===== src/rtl/ocs_slot_sched.sv =====
// ============================================================================
// ocs_slot_sched : OCS DATA/CONFIG slot scheduler with wrapping multi-bit IDs
// Revision 1.0 - initial release
// ============================================================================
`default_nettype none

module ocs_slot_sched #(
  parameter int          P_SLOT_NUM     = 4,
  parameter int          P_ID_W         = 2,
  parameter int          P_CHNL_NUM     = 2,
  parameter int          P_CNT_W        = 16,
  parameter int unsigned P_SLOT_LEN     = 32'h5CD0,
  parameter int unsigned P_CONFIG_DELAY = 32'h0960
) (
  input  logic                  i_clk,
  input  logic                  i_rst_n,
  input  logic                  i_enable,
  input  logic [P_CHNL_NUM-1:0] i_chnl_ready,
  input  logic                  i_len_wr,
  input  logic [P_CNT_W-1:0]    i_slot_len,
  input  logic [P_CNT_W-1:0]    i_cfg_delay,
  output logic [P_ID_W-1:0]     o_slot_id,
  output logic [P_ID_W-1:0]     o_next_slot_id,
  output logic                  o_slot_start,
  output logic                  o_config_start,
  output logic                  o_data_win,
  output logic                  o_busy
);

  typedef enum logic [1:0] {
    ST_IDLE   = 2'd0,
    ST_DATA   = 2'd1,
    ST_CONFIG = 2'd2
  } state_t;

  localparam logic [P_ID_W-1:0]  LAST_ID = P_ID_W'(P_SLOT_NUM - 1);
  localparam logic [P_CNT_W-1:0] ONE     = P_CNT_W'(1);
  localparam logic [P_CNT_W-1:0] DEF_LEN = P_CNT_W'(P_SLOT_LEN);
  localparam logic [P_CNT_W-1:0] DEF_CFG = P_CNT_W'(P_CONFIG_DELAY);

  state_t               state, state_nxt;
  logic [P_CNT_W-1:0]   cnt, cnt_nxt;
  logic [P_CNT_W-1:0]   act_len, act_cfg, shd_len, shd_cfg;
  logic                 stop_req;
  logic                 all_rdy;
  logic                 go_data, go_config, go_idle;

  function automatic logic [P_ID_W-1:0] wrap_id(input logic [P_ID_W-1:0] id);
    return (id == LAST_ID) ? '0 : id + P_ID_W'(1);
  endfunction

  assign all_rdy = &i_chnl_ready;

  // Counting only advances on ticks; a missing tick freezes the phase in place.
  always_comb begin
    state_nxt = state;
    cnt_nxt   = cnt;
    go_data   = 1'b0;
    go_config = 1'b0;
    go_idle   = 1'b0;
    case (state)
      ST_IDLE: begin
        if (i_enable && all_rdy) begin
          state_nxt = ST_DATA;
          cnt_nxt   = '0;
          go_data   = 1'b1;
        end
      end
      ST_DATA: begin
        if (all_rdy) begin
          if (cnt == act_len - ONE) begin
            state_nxt = ST_CONFIG;
            cnt_nxt   = '0;
            go_config = 1'b1;
          end else begin
            cnt_nxt = cnt + ONE;
          end
        end
      end
      ST_CONFIG: begin
        if (all_rdy) begin
          if (cnt == act_cfg - ONE) begin
            cnt_nxt = '0;
            if (stop_req || !i_enable) begin
              state_nxt = ST_IDLE;
              go_idle   = 1'b1;
            end else begin
              state_nxt = ST_DATA;
              go_data   = 1'b1;
            end
          end else begin
            cnt_nxt = cnt + ONE;
          end
        end
      end
      default: begin
        state_nxt = ST_IDLE;
        cnt_nxt   = '0;
      end
    endcase
  end

  always_ff @(posedge i_clk or negedge i_rst_n) begin
    if (!i_rst_n) begin
      state          <= ST_IDLE;
      cnt            <= '0;
      o_slot_id      <= '0;
      o_next_slot_id <= P_ID_W'(1);
      o_slot_start   <= 1'b0;
      o_config_start <= 1'b0;
      o_data_win     <= 1'b0;
      o_busy         <= 1'b0;
      act_len        <= DEF_LEN;
      act_cfg        <= DEF_CFG;
      shd_len        <= DEF_LEN;
      shd_cfg        <= DEF_CFG;
      stop_req       <= 1'b0;
    end else begin
      state          <= state_nxt;
      cnt            <= cnt_nxt;
      o_slot_start   <= go_data;
      o_config_start <= go_config;
      o_data_win     <= (state_nxt == ST_DATA);
      o_busy         <= (state_nxt != ST_IDLE);

      // Lengths only take effect at DATA entry so a phase never changes length mid-way.
      if (go_data) begin
        act_len <= shd_len;
        act_cfg <= shd_cfg;
        if (state == ST_IDLE) begin
          o_slot_id      <= '0;
          o_next_slot_id <= P_ID_W'(1);
        end else begin
          o_slot_id      <= o_next_slot_id;
          o_next_slot_id <= wrap_id(o_next_slot_id);
        end
      end

      if (i_len_wr) begin
        shd_len <= (i_slot_len == '0) ? ONE : i_slot_len;
        shd_cfg <= (i_cfg_delay == '0) ? ONE : i_cfg_delay;
      end

      if (go_idle || state == ST_IDLE) begin
        stop_req <= 1'b0;
      end else if (!i_enable) begin
        stop_req <= 1'b1;
      end
    end
  end

endmodule

`default_nettype wire


===== config.mk =====
export PLATFORM = sky130hd
export DESIGN_NAME = ocs_slot_sched
export DESIGN_NICKNAME = d
export VERILOG_FILES = /design/src/rtl/ocs_slot_sched.sv
export SDC_FILE = /design/constraint.sdc
export NUM_CORES = 1
export LEC_CHECK = 0
export ABC_AREA = 1
export BUFFER_PORTS_ARGS = -buffer_cell sky130_fd_sc_hd__buf_4
export CAP_MARGIN = 10
export CORE_ASPECT_RATIO = 0.9
export CORE_MARGIN = 1
export CORE_UTILIZATION = 65
export CTS_CLUSTER_DIAMETER = 100
export DETAILED_ROUTE_END_ITERATION = 12
export PLACE_DENSITY = 0.95
export SYNTH_ARGS = -nofsm -noshare
export SYNTH_HDL_FRONTEND = slang
export SYNTH_SLANG_ARGS = --single-unit

===== constraint.sdc =====
create_clock -name i_clk -period 4.8 [get_ports i_clk]
set_input_delay 0 -clock i_clk [delete_from_list [all_inputs] [get_ports i_clk]]
set_output_delay 0 -clock i_clk [all_outputs]
set_load 0.02 [all_outputs]

Word level (Yosys, flattened, before mapping):

Index checks and enable logic that the tools add are counted.

* add/subtract/negate cells: 4
* equal/unequal tests: 10
* mux-type cells: 32
* reductions and logical operators: 10

Operators by type and width (number)
* 16-bit two-way mux: 7
* 16-bit one-hot mux with 3 select lines: 1
* 16-bit equality test: 2
* 16-bit logical NOT: 2
* 16-bit by 1-bit subtractor with 16-bit output, second input constant: 2
* 16-bit by 1-bit adder with 16-bit output, second input constant: 1
* 2-bit two-way mux: 8
* 1-bit two-way mux: 14
* 2-bit != test, second input constant: 3
* 2-bit one-hot mux with 3 select lines: 1
* 2-bit by 1-bit equality test with 1-bit output, second input constant: 2
* 2-bit equality test, second input constant: 2
* 3-bit AND reduction: 1
* 2-bit by 1-bit adder with 2-bit output, second input constant: 1
* 2-bit logical NOT: 1
* 1-bit logical OR: 2
* 2-bit by 1-bit != test with 1-bit output, second input constant: 1
* 1-bit one-hot mux with 2 select lines: 1
* 2-bit AND reduction: 1
* 2-bit nonzero test: 1
* 1-bit logical AND: 1
* 1-bit logical NOT: 1

* flip-flop bits (word level): 91
* input port bits: 38
* output and inout port bits: 8
* word-level logic and storage cells: 69

Depth between registers and ports, before layout:

Gate-level depths: netlist (run 1).

* word-level depth: 8
* gate-level depth with buffers: 19
* mapped depth without buffers: 18

Worst setup path after synthesis (run 1):

OpenSTA, ideal clock, no wires.

* path type: reg-to-reg
* start: register act_cfg[0]
* end: register act_cfg[10]
* library setup time: 0.117 ns
* data arrival time: 2.079 ns
* required time: 4.683 ns
* path slack: 2.605 ns
* stages on the path, launching flop included: 19
* path buffers: 1
* period minus slack after synthesis: 2.195 ns
* cell sequence: dfrtp_1 > inv_1 > ha_1 > nand3_1 > nor2_2 > o21ai_1 > nand2_1 > nand2_1 > nor2_1 > nand2_1 > nor2_4 > nand3_2 > inv_2 > nand3_2 > nand2_4 > inv_2 > buf_2 > nand2_1 > nand2_1

* word-level cells in the longest chain between the ends: 5

RTL lines
* from (decl): RTL line 43 `logic [P_CNT_W-1:0] act_len, act_cfg, shd_len, shd_cfg;`
* from (signal assigned): RTL line 129 `act_cfg <= shd_cfg;`
* 16-bit by 1-bit subtractor with 16-bit output: RTL line 82 `if (cnt == act_cfg - ONE) begin`
* 16-bit equality test: RTL line 82
* 1-bit two-way mux: RTL line 82
* 1-bit two-way mux: RTL line 81 `if (all_rdy) begin`
* 1-bit one-hot mux with 2 select lines: RTL line 61 `case (state)`

No other way between the ends.
A chain may end at the register's enable or synchronous reset.

Final worst setup path (run 1):

* start: register act_cfg[7]
* end: register o_next_slot_id[0]

* word-level cells in the longest chain between the ends: 5

RTL lines
* 16-bit by 1-bit subtractor with 16-bit output: RTL line 82
* 16-bit equality test: RTL line 82
* 1-bit two-way mux: RTL line 82
* 1-bit two-way mux: RTL line 81
* 1-bit one-hot mux with 2 select lines: RTL line 61
* to (signal assigned): RTL line 135 `o_next_slot_id <= wrap_id(o_next_slot_id);`
* to (decl): RTL line 23 `output logic [P_ID_W-1:0] o_next_slot_id,`

No other way between the ends.

==> metrics.md, run 1 <==
| Metric | Value |
|---|---|
| CP required | 5110 ps |
| Via density | 6.24 |
| Peak supply drop | 0.000261 V |
| Initial antenna violation count | 0 |
| Synth Flop Type | dfrtp_1 |
| EDFF count, synth | 0 |
| Post-synth ARST share | 100% |
| Tot GR Track Use | 39.5% |
| Met1 Usage GRT | 49.3% |
| RSZ-0062 raised after global routing | no |
| Vias | 5083 |
| Post-synth cell types | 39 |
| TritonCTS Buffers | 9 |
| CTS Buffer Depth | 2 |
| Complex-gate fraction of the synthesized area | 6.07% |
| Crit path max fanout | 59 |
| Gr busiest metal | met2 |
| Leakage power | 2.89 nW |
| Final worst-path cycle share | 65.8% |
| Least-Margin Pin Slew | 1130 ps |
| Top post-synthesis cells by area | dfrtp_1 (32%), nand2_1 (13%), dfstp_2 (12%), mux2_2 (6.5%), xor2_1 (5.7%) |
| Final Hold Vio Count | 0 |
| Adder-Cell Fraction of Synth Area | 1.91% |
| Drc violations | 0 |
| R2R depth | 16 |
| Routing usage on met3 | 8.99% |
| Synth Warn # | 0 |
| Total power | 3.06 mW |
| Slowest CP cell | nand2_4 |
| Cell Chain, Critical Path | nor2_2, nand2_1, nor2_1, nand2_2, nand2_1, nand2_1, nor2_1, nand3_1, nor2_4, nand3_2, inv_2, nand3_2, nand2_4, inv_2, nand2_1, nand2_1 |
| H-Tree Depth | 3 |
| Minimum hold slack | 70.9 ps |
| Die H | 87.2 um |
| Slew Limit Headroom | 24.5% |
| WL/cell | 19.5 um |
| Simple-Gate Fraction of Synth Area | 26.4% |
| Largest net degree at the start of global routing | 92 |
| DR iter-0 viols | 642 |
| Area grow syn2layout | 17.2% |
| Met2 Track Usage GR | 64.7% |
| Die width | 96.6 um |
| Clock sink total | 91 |
| Avg Inst Size Synth | 8.20 um^2 |
| Final min period | 3160 ps |
| Largest family of logic cells by synthesized area | simple AND/OR/NAND/NOR gates |
| Worst Skew | 16.5 ps |
| Worst Hold End | stop_req |
| Synth area leader | dfrtp_1 |
| Final antenna-violating net count | 0 |
| Peak Freq | 317 MHz |
| Slowest stage delay, CP | 460 ps |
| CTS Root Cell | clkbuf_8 |
| Nets | 760 |
| Routability cong. | 0.935 |
| Most common cell on crit path | nand2_1 |
| DR pass1 iterations | 5 |
| Fillers | 401 |
| Layout cells sized above 1 | 18.4% |
| Post-synthesis sequential element count | 91 |
| Hold Crit Class | primary input to register |
| Pwr Density | 499 nW/um^2 |
| FP Rows | 30 |
| Vias in the first global route | 5009 |
| Gr ovfl total | 0 |
| Clock transition at path regs | 100 ps |
| Setup crit end kind | register |
| Syn nets | 685 |
| HPWL Detailed | 9.12 mm |
| # setup viols final | 0 |
| Core footprint | 7660 um^2 |
| RR Startpoint | act_cfg[7] |
| WS Path Type | register to register |
| Initial Util | 68.4% |
| # diodes | 0 |
| Register-to-register setup slack | 1640 ps |
| Placed insts | 764 |
| Outcome | completed |
| Final slew viol count | 0 |
| IO Port Bufs | 45 |
| Mux share of post-synthesis cell area | 6.45% |
| Sequential fraction of the synthesis area | 44.0% |
| CP Data Arrival Time | 3470 ps |
| I/O pin cnt | 46 |
| CTS tree | done |
| First-pass GRT wire length | 25.6 mm |
| PostCTS Resize Cnt | 0 |
| Synth Area in XOR/XNOR | 7.96% |
| Worst skew pair latency | 390 ps |
| Max-Cap Viols | 0 |
| Post-synthesis cell count | 639 |
| Setup TNS | 0 ps |
| Worst Hold Launch | i_enable |
| Hold depth | 6 |
| Post-synth top area share | 32.5% |
| Die ar. | 8420 um^2 |
| Final non-filler cell total | 815 |
| Startpoint Class | register |
| FF-to-FF End | o_next_slot_id[0] |
| WL final | 15.9 mm |
| Synthesized cell area | 5240 um^2 |
==> routing by layer <==
metal / share of wire [%] / vias to the layer above
li1: - / 2205
met1: 37 / 2361
met2: 47 / 412
met3: 10 / 105
met4: 5.3 / 0
met5: 0 / -
==> timing repair <==
action,4_1_cts,5_1_grt
endpoints found under the hold margin,101,0
hold buffers,35,0
buffers inserted,0,0
==> registers in the layout, summed over array words and instances (netlist names) <==
name            cells
o_busy              1
act_cfg            16
cnt                16
state               2
o_config_start      1
o_data_win          1
stop_req            1
act_len            16
o_next_slot_id      2
o_slot_id           2
shd_cfg            16
o_slot_start        1
shd_len            16
==> worst max path at each step <==
stage	from	to	slack, ps	cells after the start
floorplan	act_cfg[0]	act_cfg[10]	2600	18
finish	act_cfg[7]	o_next_slot_id[0]	1640	16
global placement	act_cfg[0]	o_slot_id[1]	2050	17
detailed placement	act_cfg[0]	act_cfg[10]	1890	17
global route	act_cfg[0]	o_next_slot_id[0]	1490	17
CTS	act_cfg[0]	act_cfg[10]	1860	17
==> cell usage in the layout (no fill, tap or decap), types with 2 or more instances in the layout <==
cell type	n
nand2_1	184
inv_1	69
dfrtp_1	68
nor2_1	58
buf_4	45
dlygate4sd3_1	35
xor2_1	34
nand3_1	32
mux2_2	30
o21ai_0	27
dfstp_2	23
o22ai_1	15
xnor2_1	11
clkbuf_8	9
nand3b_1	8
nor4_1	8
ha_1	8
nor2_2	6
o21ai_1	6
nor3_1	6
nand4_1	6
inv_2	4
nand3_2	3
inv_8	3
nor2_4	2
o21bai_1	2
a221oi_1	2
a31oi_1	2
inv_6	2
==> cells in the mapped netlist (2+ instances only) <==
cell      number
nand4_1        6
o21bai_1       2
nor2_4         2
xor2_1        34
inv_2          4
buf_6          2
nor2_2         6
o22ai_1       15
dfrtp_1       68
buf_2          5
clkbuf_2       3
ha_1           8
nand3b_1       8
nor3_1         6
xnor2_1       11
a31oi_1        2
dfstp_2       23
o21ai_0       27
nor4_1         8
nand2_1      184
o21ai_1        6
nand3_1       32
clkbuf_1       4
inv_1         69
nor2_1        58
mux2_2        30
a221oi_1       2
nand3_2        3
==> report_power, final <==
group | internal (mW) | leakage (nW) | total [mW] | switching (mW)
Sequential | 0.991 | 1.10 | 1.20 | 0.212
Clock | 0.203 | 0.0999 | 0.533 | 0.329
Combinational | 0.472 | 1.69 | 1.33 | 0.854
==> worst max-delay path, delay by kind of cell (launching register included) <==
kind          cells  cell delay (ps)
simple gates     14             2270
flops             1              450
buf+inv           2              360
==> stage by stage <==
step	setup WS, ps	cell area (um^2)	util (%)
after global placement	2050	5600	73.1
final	1640	6140	80.2
after detailed placement	1890	5600	73.1
after global routing	1490	6140	80.2
after floorplan	2600	5240	-
after CTS	1860	6140	80.2
==> logic make-up (layout without fill, tap and decap cells) <==
family          count (synthesis)  in the layout
fa+ha+maj                       8              8
compound gates                 56             56
buf+inv                        90            170
flops                          91             91
xor+xnor                       46             46
mux                            30             30
simple gates                  318            318
==> area by class of cell <==
class	count	area (um^2)	area share, %
multi-input cells	458	2560	41.7
flip-flops and latches	91	2310	37.6
repair buffers	80	688	11.2
inverters	74	278	4.53
clock buffers	9	124	2.02
well taps	96	120	1.96
clock inverters	7	65.1	1.06
Note: power is estimated with default switching activity, not from simulation.
==> run 2: changes to the inputs <==
- CORE_UTILIZATION: 65 -> 54
- PLACE_DENSITY: 0.95 -> 0.87
- clock period: 4.8 -> 2.8 ns (I/O delays scaled with it)
==> run 2 against run 1 <==
Compared with the run above: sequential power increased by 70%; non-clock buffer count increased by 10; final area rose by 2.8%; clock skew shrank 4.6 ps; clock power rose by 59%; wire length is 10% lower; maximum frequency rose by 22%; utilization fell by 12 points; largest cell class unchanged; register-to-register slack worse by 1400 ps; combinational power up 65%.
==> metrics.md, run 2 (synthesis gave the netlist of run 1 again) <==
| Metric | Value |
|---|---|
| Critical Path Start | act_cfg[0] (was act_cfg[7]) |
| Pwr Density | 806 nW/um^2 (was 499 nW/um^2) |
| Hold Crit Class | primary input to async pin (was primary input to register) |
| # diodes | 0 (unchanged) |
| Worst skew pair latency | 380 ps (was 390 ps) |
| CTS tree | done (unchanged) |
| Startpoint Class | register (unchanged) |
| CP Buf/Inv Count | 4 (was 2) |
| DR iter-0 viols | 280 (was 642) |
| RSZ-0062 raised after global routing | no (unchanged) |
| Clock transition at path regs | 100 ps (about the same) |
| Routability cong. | 0.888 (was 0.935) |
| WL/cell | 16.8 um (was 19.5 um) |
| Peak Freq | 385 MHz (was 317 MHz) |
| Least-Margin Pin Slew | 420 ps (was 1130 ps) |
| WL final | 14.3 mm (was 15.9 mm) |
| CP required | 3050 ps (was 5110 ps) |
| Finished Cell Area | 6310 um^2 (was 6140 um^2) |
| Fillers | 667 (was 401) |
| Largest net degree at the start of global routing | 92 (unchanged) |
| Cell Chain, Critical Path | inv_1, ha_2, nand3_2, nor2_4, nand3_1, nand2_1, nand2_1, inv_1, nand3_1, nor2_4, nand3_2, inv_2, nand3_4, nand2_8, inv_2, nand2_1, nand2_1 (was nor2_2, nand2_1, nor2_1, nand2_2, nand2_1, nand2_1, nor2_1, nand3_1, nor2_4, nand3_2, inv_2, nand3_2, nand2_4, inv_2, nand2_1, nand2_1) |
| CTS Root Cell | clkbuf_8 (unchanged) |
| Peak supply drop | 0.000579 V (was 0.000261 V) |
| Final Hold Vio Count | 0 (unchanged) |
| Commonest non-fill, non-tap cell in the layout | nand2_1 (unchanged) |
| I/O pin cnt | 46 (unchanged) |
| Placed inst area | 5670 um^2 (was 5600 um^2) |
| Clock sink total | 91 (unchanged) |
| Area grow syn2layout | 20.5% (was 17.2%) |
| WS Path Type | register to register (unchanged) |
| Layout cells sized above 1 | 19.7% (was 18.4%) |
| Final slew viol count | 0 (unchanged) |
| Slew Limit Headroom | 72.0% (was 24.5%) |
| Placed insts | 793 (was 764) |
| Nets | 771 (was 760) |
| First-pass GRT wire length | 22.4 mm (was 25.6 mm) |
| Via density | 5.56 (was 6.24) |
| Seq pwr share | 40.1% (was 39.3%) |
| Gr ovfl total | 0 (unchanged) |
| Initial Util | 56.6% (was 68.4%) |
| P_sw | 2.21 mW (was 1.40 mW) |
| Initial antenna violation count | 0 (unchanged) |
| H-Tree Depth | 3 (unchanged) |
| CP Data Arrival Time | 2850 ps (was 3470 ps) |
| DR pass1 iterations | 5 (unchanged) |
| Crit path max fanout | 15 (was 59) |
| Tot GR Track Use | 29.1% (was 39.5%) |
| Vias | 4733 (was 5083) |
| Highest-count cells in the layout ignoring fill and taps | nand2_1 (184), inv_1 (69), dfrtp_1 (68), nor2_1 (57), buf_4 (52) (was nand2_1 (184), inv_1 (69), dfrtp_1 (68), nor2_1 (58), buf_4 (45)) |
| Max-Cap Viols | 0 (unchanged) |
| Die ar. | 10100 um^2 (was 8420 um^2) |
| Net Sw Frac | 43.5% (was 45.6%) |
| Setup crit end kind | register (unchanged) |
| Slowest stage delay, CP | 400 ps (was 460 ps) |
| IO Port Bufs | 45 (unchanged) |
| Worst Skew | 11.9 ps (was 16.5 ps) |
| Int Power | 2.87 mW (was 1.67 mW) |
| FP Rows | 33 (was 30) |
| Leakage power | 2.95 nW (was 2.89 nW) |
| Setup TNS | 0 ps (unchanged) |
| Vias in the first global route | 4740 (was 5009) |
| Final worst-path cycle share | 92.7% (was 65.8%) |
| Outcome | completed (unchanged) |
| TritonCTS Buffers | 9 (unchanged) |
| Die width | 106 um (was 96.6 um) |
| Most common cell on crit path | nand2_1 (unchanged) |
| Minimum hold slack | 91.6 ps (was 70.9 ps) |
| HPWL Detailed | 8.97 mm (was 9.12 mm) |
| RR Startpoint | act_cfg[0] (was act_cfg[7]) |
| Register-to-register setup slack | 200 ps (was 1640 ps) |
| Comb pwr share | 43.2% (was 43.3%) |
| # setup viols final | 0 (unchanged) |
| Die H | 95.4 um (was 87.2 um) |
| Slowest CP cell | dfrtp_1 (was nand2_4) |
| Final min period | 2600 ps (was 3160 ps) |
| Final core occ | 68.2% (was 80.2%) |
| Final non-filler cell total | 852 (was 815) |
| CP top delay family | simple AND/OR/NAND/NOR gates (unchanged) |
| CTS Buffer Depth | 2 (unchanged) |
| Final antenna-violating net count | 0 (unchanged) |
| Drc violations | 0 (unchanged) |
| Clock Power Share | 16.7% (was 17.4%) |
| Core footprint | 9250 um^2 (was 7660 um^2) |
==> run 2: final cells by class <==
cell class	instances	area, um^2	share of cell area (%)
clock buffers	10	128	2.02
clock inverters	6	48.8	0.773
inverters	74	278	4.40
multi-input cells	459	2600	41.2
flip-flops and latches	91	2310	36.5
well taps	122	153	2.42
repair buffers	90	798	12.6
==> run 2: final timing paths <==
check,endpoint,cells after the start
max reg2reg,act_len[8],17
max,act_len[8],17
min,shd_len[9],2
min in group i_clk,stop_req,6
min reg2reg,act_cfg[13],2
max in group asynchronous,shd_cfg[11],3
==> run 2: what timing repair did <==
action                                  CTS  global route
endpoints found under the hold margin   101             0
buffers inserted                          0             5
endpoints found under the setup margin    0            31
resized for setup                         0             6
hold buffers                             36             0
==> run 2: power groups by stage <==
stage               registers, mW  logic (mW)  clock network (mW)
floorplan                    1.99        1.52                   0
global placement             2.03        1.95                   0
detailed placement           2.04        2.02                   0
CTS                          2.01        2.07               0.846
global route                 2.08        2.46               0.904
finish                       2.04        2.20               0.848
==> run 2: per-layer routing <==
layer	global-route usage, %	part of all wire [%]	up-vias
met5	0	0	-
met4	11.8	2.6	0
met3	5.19	7.6	38
met2	49.5	48	219
met1	37.1	42	2250
li1	-	-	2226
==> run 2: per-stage QoR <==
stage          total power [mW]  worst slack [ps]
6_report                   5.09               205
5_1_grt                    5.44              26.0
4_1_cts                    4.93              96.9
3_5_place_dp               4.06               167
3_3_place_gp               3.97               274
2_1_floorplan              3.52               605
